===== config.mk =====
export PLATFORM = sky130hd
export DESIGN_NAME = inst_prefetch
export DESIGN_NICKNAME = d
export VERILOG_FILES = /design/src/rtl/inst_prefetch.sv
export SDC_FILE = /design/constraint.sdc
export NUM_CORES = 1
export LEC_CHECK = 0
export ABC_CLOCK_PERIOD_IN_PS = 5030
export CORE_MARGIN = 1
export CORE_UTILIZATION = 36
export DETAILED_ROUTE_END_ITERATION = 8
export PLACE_DENSITY = 0.66
export SLEW_MARGIN = 25
export SYNTH_ARGS = -nofsm -noshare
export SYNTH_HDL_FRONTEND = slang
export SYNTH_SLANG_ARGS = --single-unit

===== constraint.sdc =====
create_clock -name clk -period 5.03 [get_ports clk]
set_clock_uncertainty 0.15 [all_clocks]
set_input_delay 1.006 -clock clk [delete_from_list [all_inputs] [get_ports clk]]
set_output_delay 1.006 -clock clk [all_outputs]
set_load 0.1 [all_outputs]

===== src/rtl/inst_prefetch.sv =====
// ---------------------------------------------------------------------------
// inst_prefetch
//
// Instruction prefetch buffer that sits between the core's program counter
// and a single-ported instruction ROM. It streams sequential words from the
// ROM into a small FIFO ahead of the core. It presents the head word
// combinationally when the core's pc matches that word. It flushes and
// restarts the stream whenever the core jumps somewhere the buffer does not
// cover.
//
// Parameters
//   DEPTH     number of prefetch buffer entries (power of two, 2..16)
//   RST_ADDR  first address prefetched after reset
//
// Ports
//   clk           rising-edge clock for all state
//   rst           asynchronous active-high reset
//   pc_i          address the core is fetching (bits [1:0] ignored)
//   pc_valid_i    pc_i is meaningful this cycle
//   inst_ack_i    core consumes the presented instruction this cycle
//   inst_o        instruction for pc_i, NOP (32'h0000_0013) when not valid
//   inst_valid_o  inst_o holds the word at pc_i
//   mem_req_o     read request to the instruction ROM
//   mem_addr_o    word-aligned ROM read address, stable while requesting
//   mem_ack_i     ROM returns data for the current request this cycle
//   mem_rdata_i   ROM read data, valid with mem_ack_i
// ---------------------------------------------------------------------------
module inst_prefetch #(
    parameter int          DEPTH    = 4,
    parameter logic [31:0] RST_ADDR = 32'h0000_0000
) (
    input  logic        clk,
    input  logic        rst,
    input  logic [31:0] pc_i,
    input  logic        pc_valid_i,
    input  logic        inst_ack_i,
    output logic [31:0] inst_o,
    output logic        inst_valid_o,
    output logic        mem_req_o,
    output logic [31:0] mem_addr_o,
    input  logic        mem_ack_i,
    input  logic [31:0] mem_rdata_i
);

    localparam int            PW   = (DEPTH > 1) ? $clog2(DEPTH) : 1;
    localparam int            CW   = PW + 1;
    localparam logic [CW-1:0] FULL = CW'(DEPTH);
    localparam logic [31:0]   NOP  = 32'h0000_0013;

    typedef enum logic [1:0] {
        IDLE,
        REQ,
        DROP
    } state_t;

    state_t        r_state;
    logic [CW-1:0] r_count;
    logic [PW-1:0] r_wrPtr;
    logic [PW-1:0] r_rdPtr;
    logic [31:0]   r_pfAddr;
    logic          r_memReq;
    logic [31:0]   r_memAddr;
    logic [31:0]   r_addrMem [DEPTH];
    logic [31:0]   r_dataMem [DEPTH];

    logic [31:0]   w_pcAligned;
    logic [31:0]   w_headAddr;
    logic [31:0]   w_headData;
    logic          w_hit;
    logic          w_pop;
    logic          w_flush;
    logic          w_push;
    logic [CW-1:0] w_countNext;
    logic [31:0]   w_pfNext;

    // The core may hand us a byte address; only the word part matters.
    assign w_pcAligned = pc_i & 32'hFFFF_FFFC;

    assign w_headAddr  = r_addrMem[r_rdPtr];
    assign w_headData  = r_dataMem[r_rdPtr];

    assign w_hit = pc_valid_i && (r_count != '0) && (w_headAddr == w_pcAligned);
    assign w_pop = w_hit && inst_ack_i;

    // A non-empty buffer with the wrong head is useless, so any miss flushes.
    // An empty buffer is still on the right track as long as the core asks
    // for the word the stream will deliver next (r_pfAddr), so that case
    // only flushes when pc differs from it.
    assign w_flush = pc_valid_i && !w_hit &&
                     ((r_count != '0) || (w_pcAligned != r_pfAddr));

    // Data returned while a flush is happening belongs to the old stream and
    // is never written. The full guard is defensive: REQ is only held while
    // there is room.
    assign w_push = (r_state == REQ) && mem_ack_i && !w_flush &&
                    ((r_count != FULL) || w_pop);

    assign w_countNext = r_count + {{(CW-1){1'b0}}, w_push}
                                 - {{(CW-1){1'b0}}, w_pop};

    // 32-bit wrap from 32'hFFFF_FFFC to 0 falls out of the natural overflow.
    assign w_pfNext = r_pfAddr + 32'd4;

    assign inst_valid_o = w_hit;
    assign inst_o       = w_hit ? w_headData : NOP;
    assign mem_req_o    = r_memReq;
    assign mem_addr_o   = r_memAddr;

    // Buffer storage. Entries are only meaningful below r_count, so they need
    // no reset.
    always_ff @(posedge clk) begin
        if (w_push) begin
            r_addrMem[r_wrPtr] <= r_memAddr;
            r_dataMem[r_wrPtr] <= mem_rdata_i;
        end
    end

    // FIFO bookkeeping plus the ROM request FSM. DROP keeps the old request
    // on the bus until the ROM answers it, so only one request is ever in
    // flight. The answer is thrown away.
    always_ff @(posedge clk or posedge rst) begin
        if (rst) begin
            r_state   <= IDLE;
            r_count   <= '0;
            r_wrPtr   <= '0;
            r_rdPtr   <= '0;
            r_pfAddr  <= RST_ADDR;
            r_memReq  <= 1'b0;
            r_memAddr <= RST_ADDR;
        end else begin
            if (w_flush) begin
                r_count  <= '0;
                r_wrPtr  <= '0;
                r_rdPtr  <= '0;
                r_pfAddr <= w_pcAligned;
            end else begin
                if (w_push) begin
                    r_wrPtr  <= r_wrPtr + 1'b1;
                    r_pfAddr <= w_pfNext;
                end
                if (w_pop) begin
                    r_rdPtr <= r_rdPtr + 1'b1;
                end
                r_count <= w_countNext;
            end

            case (r_state)
                IDLE: begin
                    if (!w_flush && (r_count < FULL)) begin
                        r_state   <= REQ;
                        r_memReq  <= 1'b1;
                        r_memAddr <= r_pfAddr;
                    end
                end
                REQ: begin
                    if (mem_ack_i) begin
                        if (w_push && (w_countNext < FULL)) begin
                            r_memAddr <= w_pfNext;
                        end else begin
                            r_state  <= IDLE;
                            r_memReq <= 1'b0;
                        end
                    end else if (w_flush) begin
                        r_state <= DROP;
                    end
                end
                DROP: begin
                    if (mem_ack_i) begin
                        r_state  <= IDLE;
                        r_memReq <= 1'b0;
                    end
                end
                default: begin
                    r_state  <= IDLE;
                    r_memReq <= 1'b0;
                end
            endcase
        end
    end

endmodule


==> run_results.csv, run 1 <==
group,metric,value,unit
route,drt_drc_violations_left,0,
synth,netlist_area,14200,um^2
placement,gp_congestion,0.884,
sta,finalSetupViolCount,61,
layout,finalNetCount,1254,
synth,synth_seq_cells,318,
layout,final-seq-area,9210,um^2
route,postRouteAntennaNets,0,
layout,drive_gt1_frac,0.314,
floorplan,start_util,0.366,
global_routing,antenna_found_initial,2,
synth,synth_compound_area_frac,0.0484,
critical_path,slowest_stage,"mux4_2",
pwr,pwr-share-clk,0.361,
critical_path,cp.arrival,5.55,ns
synth,synthDistinctLibCells,62,
synth,synth_async_sr_flop_share,0.220,
sta,setup_tns,-7.65,ns
global_routing,grt_pass1_vias,9231,
sta,grt_setup_unrepaired,"true",
layout,syn2layout_area_growth,33.0,%
sta,fmax,0.189,GHz
synth,netlist_instances,958,
global_routing,grt_max_degree,64,
cts,clk_pin_slew,0.06,ns
critical_path,cp_common_cell,"inv_2",
floorplan,rows,72,
cts,clk_latency,0.52,ns
cts,ctsHoldBuffers,0,
cts,cts_num_sinks,318,
global_routing,grt-ovfl-total,0,
pwr,intPower,5.06,mW
pwr,p_leak,6.33,nW
synth,synth.yosys.seq_area_share,0.649,
pwr,p_sw_frac,0.299,
floorplan,die_area,40200,um^2
critical_path,max_stage_delay,0.52,ns
pwr,p_total,7.21,mW
critical_path,setup.worst_path.class,"flop to flop",
synth,muxShareOfSynthArea,0.103,
synth,synth_warnings,0,
sta,worst_slew_pin_slew,1.10,ns
route,num_vias,8967,
status,violations,"setup timing",
synth,synth_area_per_cell,14.8,um^2
sta,period_share,1.05,
sta,hold_viol_final,0,
route,drt_iter0_drc,539,
cts,clock_path_buffers,3,
floorplan,die_w,200,um
route,wl,35.8,mm
floorplan,die_y,200,um
pwr,ir_drop,0.000243,V
synth,synth_xor_area_frac,0.0685,
hold_path,holdCritPathClass,"flop to flop",
cts,cts_max_level,2,
cts,cts_buffers,36,
placement,dp_slack,-0.784,ns
sta,fin_crit,5.30,ns
sta,setup_ws,-0.275,ns
sta,slew_violations,0,
route,dr.pass1.iters,5,
floorplan,coreArea,38700,um^2
layout,multiInputGateArea,5030,um^2
route,wl_per_cell,20.8,um
layout,fin_cells,1723,
synth,yosys.area_share.simple,0.0962,
critical_path,crit_chain,"buf_12, mux4_2, xor2_2, nor4_2, buf_4, and4_4, nand3b_1, or3b_4, or2_4, inv_2, ha_4, inv_2, ha_4, inv_2, fa_2, xnor2_4, xnor2_2, nor2_1, a21oi_1, or2_4, buf_6, o21a_4, a221o_1",
sta,slew_headroom,0.264,
layout,nFillCells,3354,
critical_path,critPathRequiredTime,5.28,ns
placement,io_buffers,130,
cts,root_buffer,"clkbuf_16",
pwr,switchingPower,2.16,mW
critical_path,crit_family,"simple AND/OR/NAND/NOR gates",
critical_path,critical_path.max_fanout,7,
floorplan,ioPinCount,135,
placement,dpl.hpwl,23.9,mm
placement,placedCellCount,1636,
pwr,power.density,382,nW/um^2
cts,cts_tree,"done",
job,max_cap_violations,0,
synth,synthFlopType,"edfxtp_1",
synth,synth_edf_count,248,
pwr,combPwrFrac,0.187,
critical_path,cp-end-kind,"flop",
critical_path,path_buf_inv,6,
critical_path,startpoint_type,"flop",
global_routing,grt_util_all_layers,0.179,
synth,synthAdderAreaFrac,0.00759,
global_routing,grt_first_pass_wirelength,54.9,mm
route,via_per_inst,5.20,
synth,synth_top_family_by_area,"multiplexers",
status,status,"finished, violations left",
pwr,pwr-share-seq,0.452,
-- final cells by class --
class                   count  area share
multi-input cells         554       0.266
well taps                 518      0.0344
inverters                  25     0.00498
diodes                      1    0.000133
flip-flops and latches    318       0.488
repair buffers            242       0.143
clock buffers              45      0.0529
clock inverters            20      0.0101
-- through the flow --
step                       util  hold WS [ns]  instance area (um^2)
after global placement    0.439         0.349                 17000
after floorplan               -         0.317                 14200
after global routing      0.487         0.377                 18900
final                     0.487         0.354                 18900
after CTS                 0.480         0.360                 18600
after detailed placement  0.439         0.353                 17000
-- cells by family after synthesis --
family          count (synthesis)
flops                         318
simple gates                  246
xor+xnor                      111
compound gates                108
buf+inv                        87
mux                            79
fa+ha+maj                       8
other cells                     1
-- routing by layer --
metal,up-vias,part of all wire,global-route usage
li1,4017,-,-
met1,4572,0.41,0.237
met2,306,0.48,0.290
met3,70,0.075,0.0450
met4,2,0.030,0.0594
met5,-,0.00031,0
-- registers in the layout, summed over array words and instances (netlist names) --
register	cells
mem_addr_o	30
r_dataMem	128
r_addrMem	120
r_state	2
mem_req_o	1
r_wrPtr	2
r_pfAddr	30
r_rdPtr	2
r_count	3
-- power groups by stage --
stage / Combinational (mW) / Sequential [mW] / Clock (mW)
after detailed placement: 1.23 / 3.29 / 0
after CTS: 1.31 / 3.25 / 2.66
after global routing: 1.41 / 3.28 / 2.77
after floorplan: 0.348 / 3.73 / 0
final: 1.35 / 3.26 / 2.61
after global placement: 1.22 / 3.28 / 0
-- final timing paths --
path	from	endpoint	slack [ns]	cells after the start
min in group asynchronous	rst	mem_addr_o[8]	0.75	2
max	r_rdPtr[0]	mem_addr_o[12]	-0.27	23
min	r_state[1]	r_state[0]	0.35	1
max in group asynchronous	rst	mem_addr_o[12]	2.94	3
min reg2reg	r_state[1]	r_state[0]	0.35	1
max reg2reg	r_rdPtr[0]	mem_addr_o[12]	-0.27	23
-- cells in the mapped netlist (3+ instances only) --
cell type / instances / area (um^2)
or2_2: 7 / 43.8
o221ai_1: 3 / 26.3
nor2b_1: 31 / 194
nor3_1: 7 / 35.0
a21oi_1: 59 / 295
nor4_1: 14 / 87.6
mux2_2: 4 / 45.0
nor3b_1: 4 / 30.0
mux2i_1: 22 / 220
nor2_1: 72 / 270
xnor2_1: 59 / 517
xor2_1: 52 / 455
nor4_2: 5 / 62.6
mux4_2: 53 / 1190
a32oi_1: 4 / 35.0
edfxtp_1: 248 / 7450
nor3_2: 11 / 110
buf_1: 4 / 15.0
inv_1: 25 / 93.8
buf_4: 5 / 37.5
buf_6: 4 / 45.0
buf_2: 12 / 60.1
nand2_1: 32 / 120
a31oi_1: 5 / 31.3
and3_1: 12 / 75.1
ha_1: 7 / 87.6
nand4_1: 8 / 50.1
and4_1: 3 / 26.3
clkbuf_1: 37 / 139
nand3_1: 20 / 100
a2bb2oi_1: 3 / 26.3
and2_1: 4 / 25.0
dfrtp_1: 70 / 1750
a22oi_1: 3 / 22.5
nand2b_1: 4 / 25.0
o21ai_0: 11 / 55.1
-- placed cells by master, fill, tap and decap left out, types with 5 or more instances in the layout --
cell type,Yosys,layout
nand4_1,8,8
nor2b_2,0,21
buf_4,5,88
nor3_2,11,11
or2_2,7,5
a21oi_2,0,19
ha_1,7,5
nor2b_1,31,10
xor2_1,52,49
xnor2_1,59,57
a21oi_1,59,39
dfrtp_1,70,68
inv_1,25,21
buf_12,0,44
nor4_1,14,12
clkinv_2,0,7
clkbuf_16,0,39
nor3_1,7,7
nor2_4,0,17
clkdlybuf4s50_1,0,97
and3_1,12,8
edfxtp_1,248,248
nand2_1,32,30
buf_6,4,9
mux2i_1,22,22
nand3_1,20,20
clkbuf_1,37,5
nor2_1,72,53
nor4_2,5,7
a31oi_1,5,5
mux4_2,53,53
o21ai_0,11,8
-- timing repair --
| item | 4_1_cts | 5_1_grt |
|---|---|---|
| setup endpoints to repair | 66 | 65 |
| buffers inserted | 13 | 9 |
| gates resized for setup | 68 | 57 |
| hold endpoints to repair | 0 | 0 |
| cloned | 2 | 1 |
| pin swaps | 10 | 7 |
No activity file was read; power rests on OpenSTA's default activity.
==> inputs of run 2 (changes only) <==
--- a/config.mk
+++ b/config.mk
@@ -9,8 +9,8 @@
 export CORE_MARGIN = 1
 export CORE_UTILIZATION = 36
 export DETAILED_ROUTE_END_ITERATION = 8
-export PLACE_DENSITY = 0.66
-export SLEW_MARGIN = 25
+export PLACE_DENSITY = 0.6
+export SLEW_MARGIN = 20
 export SYNTH_ARGS = -nofsm -noshare
 export SYNTH_HDL_FRONTEND = slang
 export SYNTH_SLANG_ARGS = --single-unit
==> run 2 against run 1 <==
  * The flow still finishes with violations (setup timing)
  * Die area is the same
  * Cell area shrank 1.5%
  * Fmax grew 2.2%
  * Clock power grew 3%
==> run_results.csv, run 2 (synthesis gave the netlist of run 1 again) <==
group,metric,value,unit
status,status,"finished, violations left",
status,violations,"setup timing",
sta,worst_slew_pin_slew,1.04,ns
pwr,p_leak,6.23,nW
layout,multiInputGateArea,4820,um^2
sta,period_share,1.03,
sta,slew_headroom,0.304,
layout,nFillCells,3344,
cts,cts_tree,"done",
layout,final-seq-area,9210,um^2
floorplan,rows,72,
layout,largest_reg_flops,128,
pwr,ir_drop,0.000230,V
cts,cts_buffers,36,
cts,clk_latency,0.52,ns
job,max_cap_violations,0,
global_routing,busiest_layer,"met2",
floorplan,die_y,200,um
critical_path,max_stage_delay,0.54,ns
global_routing,grt_max_degree,64,
sta,fin_crit,5.19,ns
layout,final_cell_mix,"248 x edfxtp_1, 97 x clkdlybuf4s50_1, 75 x buf_4, 70 x nor2_1, 68 x dfrtp_1",
critical_path,path_buf_inv,7,
route,drt_iter0_drc,543,
floorplan,coreArea,38700,um^2
sta,slew_violations,0,
cts,clk_pin_slew,0.06,ns
sta,fmax,0.193,GHz
global_routing,gr-usage-met2,0.280,
placement,dp_slack,-0.944,ns
route,num_vias,8721,
critical_path,cp-end-kind,"flop",
sta,whs,0.367,ns
cts,cts_max_level,2,
global_routing,grt-ovfl-total,0,
cts,clock_path_buffers,3,
route,drt_drc_violations_left,0,
critical_path,cp.arrival,5.48,ns
layout,reg_top3,"r_dataMem x128, r_addrMem x120",
floorplan,start_util,0.366,
route,wl,36.0,mm
pwr,power.density,388,nW/um^2
critical_path,critPathRequiredTime,5.32,ns
route,dr.pass1.iters,5,
global_routing,grt_pass1_vias,8837,
critical_path,critical_path.max_fanout,7,
route,postRouteAntennaNets,0,
global_routing,antenna_found_initial,0,
global_routing,met3_usage,0.0469,
critical_path,startpoint_type,"flop",
floorplan,die_area,40200,um^2
layout,largest-register,"r_dataMem",
critical_path,setup.worst_path.class,"flop to flop",
sta,setup_tns,-3.70,ns
route,via_per_inst,5.12,
hold_path,holdCritPathClass,"flop to flop",
floorplan,ioPinCount,135,
critical_path,slowest_stage,"dfrtp_4",
floorplan,die_w,200,um
critical_path,cp_common_cell,"inv_2",
layout,syn2layout_area_growth,30.9,%
sta,finalSetupViolCount,45,
placement,gp_congestion,0.858,
layout,final_common_cell,"edfxtp_1",
layout,drive_gt1_frac,0.268,
placement,dpl.hpwl,24.2,mm
route,wl_per_cell,21.1,um
sta,grt_setup_unrepaired,"true",
global_routing,grt_first_pass_wirelength,54.2,mm
critical_path,crit_family,"simple AND/OR/NAND/NOR gates",
sta,setup_ws,-0.159,ns
cts,cts_num_sinks,318,
cts,root_buffer,"clkbuf_16",
global_routing,grt_util_all_layers,0.179,
sta,hold_viol_final,0,
global_routing,use_met1,0.242,
placement,io_buffers,130,
layout,finalNetCount,1237,
==> run 2: path summary, 6_finish.rpt <==
check	startpoint	end	slack, ns	cells past startpoint
max in group asynchronous	rst	mem_addr_o[22]	2.89	3
worst max-delay path	r_rdPtr[0]	mem_addr_o[8]	-0.16	25
worst min-delay path	r_state[1]	r_state[0]	0.37	1
worst max register to register	r_rdPtr[0]	mem_addr_o[8]	-0.16	25
worst min register to register	r_state[1]	r_state[0]	0.37	1
min in group asynchronous	rst	mem_addr_o[7]	0.84	2
==> run 2: area by class of cell <==
type	instances	share of cell area
clock inverter	16	0.0127
inverter	25	0.00505
multi-input combinational	554	0.259
tap	518	0.0349
sequential	318	0.496
clock buffer	46	0.0527
timing repair buffer	225	0.139
antenna	1	0.000135
==> run 2: through the flow <==
| step | cell area, um^2 | instances | total power [mW] | util |
|---|---|---|---|---|
| floorplan | 14200 | 959 | 4.08 | - |
| global placement | 17100 | 1634 | 4.51 | 0.440 |
| detailed placement | 17100 | 1634 | 4.53 | 0.440 |
| CTS | 18400 | 1697 | 7.25 | 0.474 |
| global route | 18600 | 1702 | 7.46 | 0.479 |
| finish | 18600 | 1703 | 7.21 | 0.479 |
==> run 2: report_power, final <==
group	internal, mW	total [mW]	switching, mW
sequential	3.05	3.24	0.189
combinational	0.394	1.28	0.883
clock	1.68	2.69	1.01
==> run 2: repair_timing <==
item,4_1_cts,5_1_grt
endpoints found under the setup margin,66,65
hold buffers,0,0
buffers inserted,1,4
pin swaps,10,4
cloned,0,3
endpoints found under the hold margin,0,0
resized for setup,24,27
==> run 2: worst reg2reg max path: cells and delay by family, from the launching register on <==
| family | cells | cell delay, ns |
|---|---|---|
| buffers and inverters | 7 | 0.81 |
| DFF | 1 | 0.54 |
| and+or+nand+nor | 8 | 1.65 |
| AOI/OAI and AO/OA | 3 | 0.28 |
| muxes | 1 | 0.50 |
| adders and majority gates | 3 | 0.65 |
| xor gates and xnor gates | 3 | 0.52 |
==> run 2: layer usage <==
metal / wire (um) / vias to the layer above
li1: - / 3991
met2: 16900 / 283
met1: 15400 / 4381
met4: 1140 / 0
met5: 0 / -
met3: 2530 / 66
